**src/rtl/watch_pkg.sv**
```systemverilog
// Shared constants and helpers for the watch scan/calibration front end.
package watch_pkg;

  // Calibration mode codes as seen on control_dig
  typedef enum logic [2:0] {
    MODE_RUN   = 3'd0,
    MODE_MIN_L = 3'd1,
    MODE_MIN_H = 3'd2,
    MODE_HR_L  = 3'd3,
    MODE_HR_H  = 3'd4
  } mode_t;

  // Display slot codes as seen on sel
  localparam logic [1:0] SLOT_HR_H  = 2'd0;
  localparam logic [1:0] SLOT_HR_L  = 2'd1;
  localparam logic [1:0] SLOT_MIN_H = 2'd2;
  localparam logic [1:0] SLOT_MIN_L = 2'd3;

  // Mode button cycles run -> hr_h -> hr_l -> min_h -> min_l -> run
  function automatic mode_t mode_advance(input mode_t m);
    mode_t r;
    case (m)
      MODE_RUN:   r = MODE_HR_H;
      MODE_HR_H:  r = MODE_HR_L;
      MODE_HR_L:  r = MODE_MIN_H;
      MODE_MIN_H: r = MODE_MIN_L;
      default:    r = MODE_RUN;
    endcase
    return r;
  endfunction

  // Counter width for a divisor, never narrower than one bit
  function automatic int cnt_width(input int n);
    return (n > 1) ? $clog2(n) : 1;
  endfunction

endpackage

```
**src/rtl/watch_scan_ctrl_key_debounce.sv**
```systemverilog
// One push-button conditioner: 2-FF synchroniser, debounce counter and a
// registered one-cycle pulse on each accepted press (stable 1 -> 0).
module key_debounce #(
  parameter int DEB_CNT = 1000000
) (
  input  logic clk,
  input  logic rst,
  input  logic key_n,
  output logic press
);
  import watch_pkg::*;

  localparam int             CW       = cnt_width(DEB_CNT);
  localparam logic [CW-1:0]  CNT_LAST = CW'(DEB_CNT - 1);

  logic          sync_p0;
  logic          sync_p1;
  logic          stable;
  logic [CW-1:0] cnt;
  logic          mismatch;
  logic          at_last;

  assign mismatch = (sync_p1 != stable);
  assign at_last  = (cnt == CNT_LAST);

  // Bring the raw asynchronous level into the clk domain
  always_ff @(posedge clk or posedge rst) begin
    if (rst) begin
      sync_p0 <= 1'b1;
      sync_p1 <= 1'b1;
    end else begin
      sync_p0 <= key_n;
      sync_p1 <= sync_p0;
    end
  end

  // Accept a new level after DEB_CNT mismatched cycles; pulse on press only
  always_ff @(posedge clk or posedge rst) begin
    if (rst) begin
      cnt    <= '0;
      stable <= 1'b1;
      press  <= 1'b0;
    end else begin
      press <= 1'b0;
      if (mismatch) begin
        if (at_last) begin
          stable <= sync_p1;
          cnt    <= '0;
          // new level is ~stable, so a 1 -> 0 step is exactly stable == 1
          press  <= stable;
        end else begin
          cnt <= cnt + CW'(1);
        end
      end else begin
        cnt <= '0;
      end
    end
  end

endmodule

```
**src/rtl/watch_scan_ctrl.sv**
```systemverilog
// Watch display front end: digit scan multiplexer, calibration mode FSM,
// increment requests and blink enable for the digit under adjustment.
module watch_scan_ctrl #(
  parameter int SCAN_DIV  = 50000,
  parameter int BLINK_DIV = 12500000,
  parameter int DEB_CNT   = 1000000
) (
  input  logic       clk,
  input  logic       rst,
  input  logic       key_mode_n,
  input  logic       key_inc_n,
  input  logic [3:0] hr_h,
  input  logic [3:0] hr_l,
  input  logic [3:0] min_h,
  input  logic [3:0] min_l,
  output logic [1:0] sel,
  output logic [3:0] key,
  output logic [2:0] control_dig,
  output logic       sec_en,
  output logic       adj_inc
);
  import watch_pkg::*;

  localparam int                SCAN_W     = cnt_width(SCAN_DIV);
  localparam int                BLINK_W    = cnt_width(BLINK_DIV);
  localparam logic [SCAN_W-1:0]  SCAN_LAST  = SCAN_W'(SCAN_DIV - 1);
  localparam logic [BLINK_W-1:0] BLINK_LAST = BLINK_W'(BLINK_DIV - 1);

  logic [SCAN_W-1:0]  scan_cnt;
  logic               scan_wrap;
  logic [1:0]         sel_nxt;
  logic [3:0]         digit_nxt;
  logic               mode_press;
  logic               inc_press;
  mode_t              mode;
  mode_t              mode_nxt;
  logic               inc_req;
  logic               user_act;
  logic [BLINK_W-1:0] blink_cnt;

  assign scan_wrap = (scan_cnt == SCAN_LAST);
  assign sel_nxt   = sel + 2'd1;

  // Pick the digit for the slot that becomes active on the next wrap
  always_comb begin
    digit_nxt = hr_h;
    case (sel_nxt)
      SLOT_HR_H:  digit_nxt = hr_h;
      SLOT_HR_L:  digit_nxt = hr_l;
      SLOT_MIN_H: digit_nxt = min_h;
      default:    digit_nxt = min_l;
    endcase
  end

  // Scan counter; sel and key move together so key always matches sel
  always_ff @(posedge clk or posedge rst) begin
    if (rst) begin
      scan_cnt <= '0;
      sel      <= SLOT_HR_H;
      key      <= 4'd0;
    end else if (scan_wrap) begin
      scan_cnt <= '0;
      sel      <= sel_nxt;
      key      <= digit_nxt;
    end else begin
      scan_cnt <= scan_cnt + SCAN_W'(1);
    end
  end

  key_debounce #(.DEB_CNT(DEB_CNT)) u_deb_mode (
    .clk   (clk),
    .rst   (rst),
    .key_n (key_mode_n),
    .press (mode_press)
  );

  key_debounce #(.DEB_CNT(DEB_CNT)) u_deb_inc (
    .clk   (clk),
    .rst   (rst),
    .key_n (key_inc_n),
    .press (inc_press)
  );

  // Mode state register
  always_ff @(posedge clk or posedge rst) begin
    if (rst) mode <= MODE_RUN;
    else     mode <= mode_nxt;
  end

  // Next mode; a mode press wins over a coincident inc press
  always_comb begin
    mode_nxt = mode;
    inc_req  = 1'b0;
    if (mode_press) begin
      mode_nxt = mode_advance(mode);
    end else if (inc_press && (mode != MODE_RUN)) begin
      inc_req = 1'b1;
    end
  end

  // Mode code straight out of the state register
  always_comb begin
    control_dig = mode;
  end

  // One-cycle increment request, one edge after the press pulse
  always_ff @(posedge clk or posedge rst) begin
    if (rst) adj_inc <= 1'b0;
    else     adj_inc <= inc_req;
  end

  assign user_act = mode_press | inc_req;

  // Blink: restart visible on user action, idle in run mode, else toggle
  always_ff @(posedge clk or posedge rst) begin
    if (rst) begin
      blink_cnt <= '0;
      sec_en    <= 1'b1;
    end else if (user_act || (mode == MODE_RUN)) begin
      blink_cnt <= '0;
      sec_en    <= 1'b1;
    end else if (blink_cnt == BLINK_LAST) begin
      blink_cnt <= '0;
      sec_en    <= ~sec_en;
    end else begin
      blink_cnt <= blink_cnt + BLINK_W'(1);
    end
  end

endmodule

```
**config.mk**
```make
export PLATFORM = sky130hd
export DESIGN_NAME = watch_scan_ctrl
export DESIGN_NICKNAME = d
export VERILOG_FILES = /design/src/rtl/watch_pkg.sv /design/src/rtl/watch_scan_ctrl_key_debounce.sv /design/src/rtl/watch_scan_ctrl.sv
export SDC_FILE = /design/constraint.sdc
export NUM_CORES = 1
export LEC_CHECK = 0
export CAP_MARGIN = 20
export CORE_MARGIN = 2
export CORE_UTILIZATION = 55
export CTS_BUF_LIST = sky130_fd_sc_hd__clkbuf_8
export CTS_CLUSTER_SIZE = 16
export DETAILED_ROUTE_END_ITERATION = 12
export PLACE_DENSITY_LB_ADDON = 0.1
export SYNTH_ARGS = -nofsm -noshare
export SYNTH_HDL_FRONTEND = slang
export SYNTH_HIERARCHICAL = 1
export SYNTH_SLANG_ARGS = --single-unit
```
**constraint.sdc**
```tcl
create_clock -name clk -period 1.8 [get_ports clk]
set_input_delay 0.45 -clock clk [delete_from_list [all_inputs] [get_ports clk]]
set_output_delay 0.45 -clock clk [all_outputs]
set_load 0.01 [all_outputs]
```
==> results.md <==
- Synth top area share: 47.16%
- Avg Inst Size Synth: 10.28 sq um
- DRC Markers: 0
- IO buf count: 30
- Final hold vios: 0
- Site Rows: 34
- Min-delay src: u_deb_inc/sync_p0$_DFF_PP1_
- Die width: 98.22 um
- Placed Area: 5738 sq um
- Root buffer cell: clkbuf_8
- Total Die Area: 9646 sq um
- Power, Total: 4.007 mW
- Worst r2r dst: u_deb_inc/stable$_DFFE_PP1P_
- Min cycle time layout: 1.774 ns
- Crit. End Element: flop
- RSZ-0062 raised after global routing: yes
- Min-Delay Path Class: flop to flop
- Required @ worst endpoint: 2.10 ns
- CTS Buf Count: 9
- # fillers: 639
- Vias per cell: 5.633
- Synth top cells by count: 92 x dfrtp_1, 63 x nor2_1, 33 x xnor2_1, 29 x nand2_1, 28 x nand3_1
- Max FO, Critical Path: 4
- Clk sinks: 99
- Hold path endpoint: u_deb_inc/sync_p1$_DFF_PP1_
- # IOs: 31
- R2r setup slk: 0.03 ns
- CP startpoint kind: flop
- Slew headroom: 74.36%
- Final WL: 10380 um
- Mapped Cells: 475
- Power density cells: 650.9 nW/um^2
- CTS Hold Buffers Added: 0
- Routed len/inst: 15.07 um
- Clock Tree Buf Depth: 2
- End-of-flow core utilization: 70.93%
- Syn Nets: 503
- Synth area leader: dfrtp_1
- Top cells by area, synth: dfrtp_1 47%, xnor2_1 5.9%, nor2_1 4.8%, xor2_1 4.3%, dfstp_2 3.8%
- Leak: 2.625 nW
- Maximum VDD drop: 0.3977 mV
- GP Congestion: 0.8367
- Ant. Diodes: 0
- Clock skew: 0.007082 ns
- Share of flip-flops with an asynchronous set or reset: 100.0%
- Clock-pin transition on the worst setup and hold timing paths: 0.10 ns
- Mapped cell area: 4882 sq um
- Design area: 6156 sq um
- NumNets Final: 604
- Detailed Place HPWL: 7362 um
- Yosys reg bits: 99
- Routed Antenna Nets: 0
- Global-route wire length before repair: 18290 um
- Initial drt markers: 157
- Post-synth EDFFs: 0
- Vias: 3881
- Period utilisation layout: 98.57%
- Htree depth: 3
- Finished Layout Cells: 689
- Sequential area share after synthesis: 50.92%
- Area growth from synthesis to layout: 26.09%
- Maxcap violations: 0
- Drt first pass iters: 4
- Die Ht: 98.22 um
- Starting Density: 56.26%
- Critical path arrival: 2.08 ns
- Status: complete, no violations
- Final setup violation count: 0
- Vias in the first global route: 3988
- Post-Place Cells: 660
- Antenna violations before repair: 0
- Gr ovfl total: 0
- Ys flop type: dfrtp_1
- Fraction of layout cells with a size suffix above 1: 23.58%
- Worst reg-to-reg path cell count: 4
- Post-synth cell types: 47
- Tot GR Track Use: 23.03%
- Final Max Tran Viols: 0
- Slew @ Worst Pin: 0.3812 ns
- Max Fclk: 563.6 MHz
- Most frequent cell after synthesis: dfrtp_1
- Synth warn: 6
- Critical path class: flop to flop
- Clk Latency, worst-skew pair: 0.36 ns
- TritonCTS clock tree: built
- Largest net degree at the start of global routing: 25
- R2r startpoint: u_deb_inc/cnt[17]$_DFF_PP0_
- CORE AREA: 8678 sq um
- WHS Path Cells: 0
## layer usage
| metal | track usage (%) | vias to the layer above | wire length, um |
|---|---|---|---|
| li1 | - | 1895 | - |
| met1 | 30.09 | 1909 | 4555 |
| met2 | 39.20 | 64 | 5362 |
| met3 | 5.154 | 13 | 338 |
| met4 | 6.006 | 0 | 127 |
| met5 | 0 | - | 0 |
## worst max path at each step
stage                                            start                             to  slack (ns)
after floorplan                 blink_cnt[8]$_DFF_PP0_        blink_cnt[21]$_DFF_PP0_        0.02
after global placement    u_deb_mode/cnt[10]$_DFF_PP0_  u_deb_mode/stable$_DFFE_PP1P_        0.05
after detailed placement        blink_cnt[0]$_DFF_PP0_        blink_cnt[19]$_DFF_PP0_       -0.01
after CTS                  u_deb_mode/cnt[1]$_DFF_PP0_   u_deb_mode/cnt[18]$_DFF_PP0_       0.001
after global routing      u_deb_mode/cnt[10]$_DFF_PP0_   u_deb_mode/cnt[16]$_DFF_PP0_       -0.04
final                      u_deb_inc/cnt[17]$_DFF_PP0_   u_deb_inc/stable$_DFFE_PP1P_        0.03
## power by group
group          switching, mW  internal [mW]  leakage (nW)
sequential            0.0148           2.24          1.31
combinational         0.0843         0.0790          1.20
clock                  0.789          0.798         0.116
## flip-flops by register name (all words and copies together), names as in the netlist
signal and flops:
sec_en 1, u_deb_mode/press 1, adj_inc 1, u_deb_inc/press 1, u_deb_mode/cnt 20, sel 2
u_deb_inc/sync_p1 1, u_deb_mode/sync_p0 1, blink_cnt 24, key 4, u_deb_inc/stable 1, u_deb_inc/sync_p0 1
u_deb_mode/sync_p1 1, u_deb_inc/cnt 20, control_dig 3, u_deb_mode/stable 1, scan_cnt 16
## worst max-delay path: stages, from the launching register on
cell	delay [ns]
dfrtp_1	0.42
nand3_2	0.12
or3_4	0.41
or4_4	0.45
mux2_4	0.31
## kinds of logic after synthesis
| group | count (synthesis) | share of synthesized area, % |
|---|---|---|
| buf+inv | 27 | 2.230 |
| simple gates | 224 | 25.86 |
| xor+xnor | 57 | 10.23 |
| flops | 99 | 50.92 |
| fa+ha+maj | 8 | 2.050 |
| mux | 6 | 1.384 |
| compound gates | 54 | 7.330 |
## per-stage QoR
| step | TNS (ns) | hold WS (ns) | setup WS (ns) |
|---|---|---|---|
| floorplan | 0 | 0.3452 | 0.01512 |
| CTS | 0 | 0.3632 | 0.001306 |
| global placement | 0 | 0.3466 | 0.05391 |
| detailed placement | -0.01941 | 0.3495 | -0.009595 |
| global route | -0.5601 | 0.3593 | -0.03621 |
| finish | 0 | 0.3613 | 0.02570 |
## timing repair
item	4_1_cts	5_1_grt
setup buffers	4	9
endpoints found under the setup margin	12	55
endpoints found under the hold margin	0	0
resized for setup	8	24
pin swaps	1	8
## area by class of cell
| class | instances | area [sq um] | area share, % |
|---|---|---|---|
| multi-input combinational | 349 | 2389 | 38.80 |
| inverter | 17 | 63.81 | 1.037 |
| sequential | 99 | 2490 | 40.45 |
| clock buffer | 9 | 123.9 | 2.012 |
| timing repair buffer | 100 | 855.8 | 13.90 |
| tap | 108 | 135.1 | 2.195 |
| clock inverter | 7 | 98.84 | 1.606 |
## cell usage in the layout (no fill, tap or decap), types with 7 or more instances in the layout
cell type        synthesis  final
nor3_1                  12     12
clkbuf_8                 0      9
a21oi_1                 22     18
o21ai_0                 13     12
dfstp_2                  7      7
xnor2_1                 33     33
nor4_1                   9      7
xor2_1                  24     24
clkdlybuf4s50_1          0     25
nand2_1                 29     29
dfrtp_1                 92     89
o31ai_1                  7      7
nor2_1                  63     62
nand3_1                 28     27
and3_1                   8      8
inv_1                   17     16
or3_1                   13      9
nand4_1                 16     16
and4_1                   8      8
buf_4                    1     66
Power figures use the tool's default switching activity.
